$ cat src/rtl/calc_display_ctrl.sv
// calc_display_ctrl
//   Display back-end for the calculator core. Digits streamed by the core
//   while it is printing go into a shadow buffer. When printing finishes
//   with status "ready", the whole frame is copied into the display buffer
//   in one step. Eight common-anode seven-segment displays are then
//   time-multiplexed from that buffer.
//
// Parameters
//   SCAN_DIV  clock cycles each digit stays lit (2 .. 2**20)
//   LZB       1 = blank leading zeros, 0 = show all eight digits
//
// Ports
//   clock      system clock, rising edge
//   reset      asynchronous, active-low reset
//   status     core status: 00 error, 01 busy, 10 ready, 11 printing
//   data       digit value from the core (10..15 are stored but shown blank)
//   pos        core print index; 1..8 addresses shadow[pos-1]
//   an         active-low one-hot digit enable, bit 0 = units digit
//   seg        active-low segments {g,f,e,d,c,b,a}
//   frame_cnt  number of committed frames, wraps 255 -> 0
module calc_display_ctrl #(
  parameter int unsigned SCAN_DIV = 50000,
  parameter bit          LZB      = 1'b1
) (
  input  logic       clock,
  input  logic       reset,
  input  logic [1:0] status,
  input  logic [3:0] data,
  input  logic [3:0] pos,
  output logic [7:0] an,
  output logic [6:0] seg,
  output logic [7:0] frame_cnt
);

  typedef enum logic [1:0] {
    ST_ERROR = 2'b00,
    ST_BUSY  = 2'b01,
    ST_READY = 2'b10,
    ST_PRINT = 2'b11
  } status_e;

  localparam int unsigned      DIV_W    = (SCAN_DIV > 1) ? $clog2(SCAN_DIV) : 1;
  localparam logic [DIV_W-1:0] DIV_LAST = DIV_W'(SCAN_DIV - 1);

  localparam logic [6:0] SEG_E     = 7'b0000110;
  localparam logic [6:0] SEG_R     = 7'b0101111;
  localparam logic [6:0] SEG_O     = 7'b0100011;
  localparam logic [6:0] SEG_BLANK = 7'b1111111;

  logic [3:0]       shadow [8];
  logic [3:0]       disp   [8];
  logic [1:0]       prev_status;
  logic             err_q;
  logic [DIV_W-1:0] div_q;
  logic [2:0]       idx_q;

  logic       wr_en;
  logic [2:0] wr_idx;
  logic       commit;
  logic       err_now;
  logic [2:0] top_nz;
  logic [6:0] seg_nxt;

  function automatic logic [6:0] encode(input logic [3:0] d);
    case (d)
      4'd0:    encode = 7'b1000000;
      4'd1:    encode = 7'b1111001;
      4'd2:    encode = 7'b0100100;
      4'd3:    encode = 7'b0110000;
      4'd4:    encode = 7'b0011001;
      4'd5:    encode = 7'b0010010;
      4'd6:    encode = 7'b0000010;
      4'd7:    encode = 7'b1111000;
      4'd8:    encode = 7'b0000000;
      4'd9:    encode = 7'b0010000;
      default: encode = SEG_BLANK;
    endcase
  endfunction

  // pos 0 and pos > 8 must not alias onto a real slot through the 3-bit index.
  assign wr_en   = (status == ST_PRINT) && (pos != 4'd0) && (pos <= 4'd8);
  assign wr_idx  = 3'(pos - 4'd1);
  assign commit  = (prev_status == ST_PRINT) && (status != ST_PRINT);
  // The banner takes over on the same edge the error status is sampled.
  assign err_now = err_q || (status == ST_ERROR);

  // Highest display position holding a nonzero value; 0 when all are zero.
  // NOTE: every variable written in always_comb gets a default first so no latch is inferred.
  always_comb begin
    top_nz = 3'd0;
    for (int i = 1; i < 8; i++) begin
      if (disp[i] != 4'd0) top_nz = 3'(i);
    end
  end

  always_comb begin
    seg_nxt = SEG_BLANK;
    if (err_now) begin
      case (idx_q)
        3'd0:        seg_nxt = SEG_O;
        3'd1, 3'd2:  seg_nxt = SEG_R;
        3'd3:        seg_nxt = SEG_E;
        default:     seg_nxt = SEG_BLANK;
      endcase
    end else if (LZB && (idx_q > top_nz)) begin
      seg_nxt = SEG_BLANK;
    end else begin
      seg_nxt = encode(disp[idx_q]);
    end
  end

  // NOTE: the two digit buffers are only 16 small registers and must read as
  // zero after reset, so they are reset like any other flop rather than left
  // as an unreset memory.
  always_ff @(posedge clock or negedge reset) begin
    if (!reset) begin
      shadow      <= '{default: 4'd0};
      disp        <= '{default: 4'd0};
      prev_status <= ST_READY;
      err_q       <= 1'b0;
      div_q       <= '0;
      idx_q       <= 3'd0;
      frame_cnt   <= 8'd0;
      an          <= 8'hFF;
      seg         <= 7'h7F;
    end else begin
      // NOTE: sequential state uses non-blocking assignments so every
      // right-hand side sees the pre-edge values.
      prev_status <= status;
      if (status == ST_ERROR) err_q <= 1'b1;

      if (!err_q) begin
        if (wr_en) shadow[wr_idx] <= data;
        if (commit) begin
          if (status == ST_READY) begin
            disp      <= shadow;
            frame_cnt <= frame_cnt + 8'd1;
          end else begin
            shadow <= '{default: 4'd0};
          end
        end
      end

      if (div_q == DIV_LAST) begin
        div_q <= '0;
        idx_q <= idx_q + 3'd1;
      end else begin
        div_q <= div_q + 1'b1;
      end

      an  <= ~(8'd1 << idx_q);
      seg <= seg_nxt;
    end
  end

endmodule

$ cat config.mk
export PLATFORM = sky130hd
export DESIGN_NAME = calc_display_ctrl
export DESIGN_NICKNAME = d
export VERILOG_FILES = /design/src/rtl/calc_display_ctrl.sv
export SDC_FILE = /design/constraint.sdc
export NUM_CORES = 1
export LEC_CHECK = 0
export CAP_MARGIN = 20
export CORE_ASPECT_RATIO = 0.8
export CORE_MARGIN = 1.5
export CORE_UTILIZATION = 25
export DETAILED_ROUTE_END_ITERATION = 8
export SLEW_MARGIN = 10
export SYNTH_ARGS = -nofsm -noshare
export SYNTH_HDL_FRONTEND = slang
export SYNTH_SLANG_ARGS = --single-unit
$ cat constraint.sdc
create_clock -name clock -period 2.7 [get_ports clock]
set_input_delay 0.27 -clock clock [delete_from_list [all_inputs] [get_ports clock]]
set_output_delay 0.27 -clock clock [all_outputs]
set_load 0.02 [all_outputs]
==> flow_metrics.py <==
metrics = {
    "cells_and_area": {
        "num-fill-cells": 1972,
        "regArea_um2": 2750,
        "final_area_um2": 6110,
        "antennaDiodeCount": 0,
        "drive_gt1_share_pct": 19.7,
        "multi_input_area_um2": 2240,
        "areaGrowthSynthToFinish_pct": 19.5,
        "final_nets": 480,
    },
    "job": {
        "max_cap_viol_count": 0,
    },
    "synth": {
        "syn_area_per_cell_um2": 12.3,
        "synth_ff_type": "dfrtp_1",
        "ys_seq_elements": 109,
        "ys_warn_count": 0,
        "syn_nets": 444,
        "synthCells": 415,
        "ys_types": 49,
        "synth_seq_area_share_pct": 53.7,
        "synth_edf_count": 0,
        "netlist_area_um2": 5120,
        "synthArstFlopShare_pct": 100,
    },
    "sta": {
        "slew_viol_final": 0,
        "finalHoldViolCount": 0,
        "tns_ns": 0,
        "slew_headroom_pct": 65.0,
        "skew_ns": 0.0172,
        "timing.final.crit_share_pct": 91.1,
        "min_period_ns": 2.46,
        "worst_pin_slew_ns": 0.524,
        "finalSetupViolCount": 0,
        "rsz0062_at_grt": "no",
        "max_freq_mhz": 407,
    },
    "die": {
        "start_util_pct": 25.6,
        "dieArea_um2": 21300,
        "rows": 46,
        "core_um2": 20000,
        "die_w_um": 163,
        "ios": 35,
        "die_h_um": 131,
    },
    "worst_setup_path": {
        "critical-path-top-delay-family": "multiplexers",
        "path_depth": 7,
        "worstRegToRegCells": 7,
        "crit_type": "flop to flop",
        "r2r-start": "idx_q[0]",
        "worstPathArrival_ns": 2.76,
        "startpoint_type": "flop",
        "cp-end-kind": "flop",
        "crit_fanout": 8,
        "r2r_slack_ns": 0.24,
        "crit_required_ns": 3.00,
        "cp-startpoint": "idx_q[0]",
        "crit_chain": "buf_4, mux4_2, mux2i_4, inv_1, ha_1, a221oi_2, a211o_1",
        "critPathBufInv": 2,
        "rr_endpoint": "seg[4]",
        "critical_path.slowest_cell": "mux4_2",
        "crit_end": "seg[4]",
        "slowest_delay_ns": 0.55,
    },
    "clock_network": {
        "post-cts-setup-buffer-count": 0,
        "cts-root-buf": "clkbuf_16",
        "clockBufferDepth": 2,
        "cts_sinks": 109,
        "cts_resized": 0,
        "path_clk_slew_ns": 0.08,
        "htreeDepth": 3,
        "cts_tree": "built",
        "cts_buffers": 9,
        "insertion_delay_ns": 0.36,
        "postCtsHoldBufs": 1,
    },
    "placement": {
        "dp_hpwl_mm": 7.62,
        "placed_cell_area_um2": 5780,
        "port-buffer-count": 34,
        "gp_congestion": 0.810,
    },
    "route": {
        "vias": 3241,
        "first_iter_violations": 128,
        "remaining_drc_errors": 0,
        "routedWlPerCell_um": 14.8,
        "final_antenna_net_count": 0,
        "via_per_inst": 4.50,
        "routed_wl_mm": 10.6,
        "dr.pass1.iters": 4,
    },
    "global_route": {
        "gr-total-overflow": 0,
        "grt_util_all_layers_pct": 11.0,
        "grt_first_pass_wirelength_mm": 17.9,
        "first_global_vias": 3342,
        "antenna_found_initial": 0,
        "grt_max_degree": 52,
    },
    "hold_path": {
        "hold_path_class": "primary input to async pin",
    },
    "power_and_ir_drop": {
        "p_total_mw": 3.22,
        "ir_worst_vdd_v": 0.000263,
        "leakagePower_nw": 2.80,
        "power.density_nw_per_um2": 527,
    },
    "outcome": {
        "status": "completed",
    },
}
## layout by cell type, fill, tap and decap left out, types with 2 or more instances in the layout
cell type,synthesis,routed
dfrtp_1,93,93
nor2_1,57,57
mux2i_1,35,35
mux2_2,33,33
clkdlybuf4s50_1,0,33
nand2_1,19,19
ha_1,17,17
dfstp_2,16,16
nand3_1,13,13
inv_1,11,11
xor2_1,11,11
xnor2_1,11,11
clkbuf_16,0,9
nor4_1,7,7
a21oi_1,6,6
nor2b_1,6,6
and3_1,6,6
buf_4,0,6
nor3_1,5,5
mux4_2,4,4
mux4_1,4,4
o21ai_1,4,4
nand4_1,4,4
nor3_2,4,4
mux2i_4,3,3
inv_8,0,3
o21ai_0,2,2
a211o_1,2,2
or3_1,2,2
or4_1,2,2
nand3b_1,2,2
buf_12,0,2
## routing by layer
metal / wire, µm / vias to the layer above / GRT usage [%]
met2: 4730 / 77 / 17.1
met3: 563 / 8 / 3.63
met4: 103 / 0 / 2.70
li1: - / 1533 / -
met5: 0 / - / 0
met1: 5250 / 1623 / 14.9
## metrics by stage
| step | utilization [%] | hold slack, ns | cells | setup WS [ns] |
|---|---|---|---|---|
| after floorplan | - | -0.0256 | 415 | 0.636 |
| after global placement | 29.0 | 0.222 | 703 | 0.202 |
| after detailed placement | 29.0 | 0.233 | 703 | 0.0856 |
| after CTS | 30.6 | 0.384 | 720 | 0.225 |
| after global routing | 30.6 | 0.417 | 720 | 0.0584 |
| final | 30.6 | 0.377 | 720 | 0.241 |
## cell type report
cell class | instances | share of cell area (%)
sequential | 109 | 44.9
multi-input combinational | 277 | 36.7
timing repair buffer | 42 | 6.96
tap | 264 | 5.40
clock buffer | 9 | 3.68
clock inverter | 7 | 1.58
inverter | 12 | 0.737
## cells in the mapped netlist (2+ instances only)
library cell   n  area (µm²)
xor2_1        11        96.3
mux4_2         4        90.1
nand2_1       19        71.3
o21ai_0        2        10.0
nor2_1        57         214
ha_1          17         213
nand3b_1       2        15.0
nor4_1         7        43.8
xnor2_1       11        96.3
mux2i_1       35         350
dfstp_2       16         420
or4_1          2        15.0
nand3_1       13        65.1
mux2_2        33         372
mux4_1         4         105
buf_2          6        30.0
nor3_1         5        25.0
o21ai_1        4        20.0
a21oi_1        6        30.0
and3_1         6        37.5
clkbuf_1       9        33.8
mux2i_4        3        67.6
buf_6          2        22.5
or3_1          2        12.5
nor2b_1        6        37.5
inv_1         11        41.3
dfrtp_1       93        2330
nor3_2         4        40.0
a211o_1        2        17.5
nand4_1        4        25.0
## state kept, by name, summed over array words and instances (netlist names)
| register | count |
|---|---|
| an | 8 |
| disp | 32 |
| div_q | 16 |
| err_q | 1 |
| frame_cnt | 8 |
| idx_q | 3 |
| prev_status | 2 |
| seg | 7 |
| shadow | 32 |
## worst min path at each step
stage | from | to | slack, ns | cells past startpoint
after CTS | reset | div_q[0] | 0.38 | 2
after global routing | reset | div_q[0] | 0.42 | 2
after floorplan | reset | disp[0] | -0.03 | 0
after global placement | reset | idx_q[1] | 0.22 | 1
after detailed placement | reset | idx_q[1] | 0.23 | 1
final | reset | div_q[0] | 0.38 | 2
## logic make-up after synthesis
group           count (synthesis)  synth area share (%)
xor+xnor                       22                  3.77
buf+inv                        29                  2.57
fa+ha+maj                      17                  4.16
simple gates                  133                  12.9
compound gates                 25                  3.42
flops                         109                  53.7
mux                            80                  19.5
## report_power, final
part | switching, mW | internal [mW]
clock | 0.673 | 0.751
combinational | 0.0814 | 0.0480
sequential | 0.0132 | 1.65
total | 0.768 | 2.45
(Power assumes the default switching activity.)
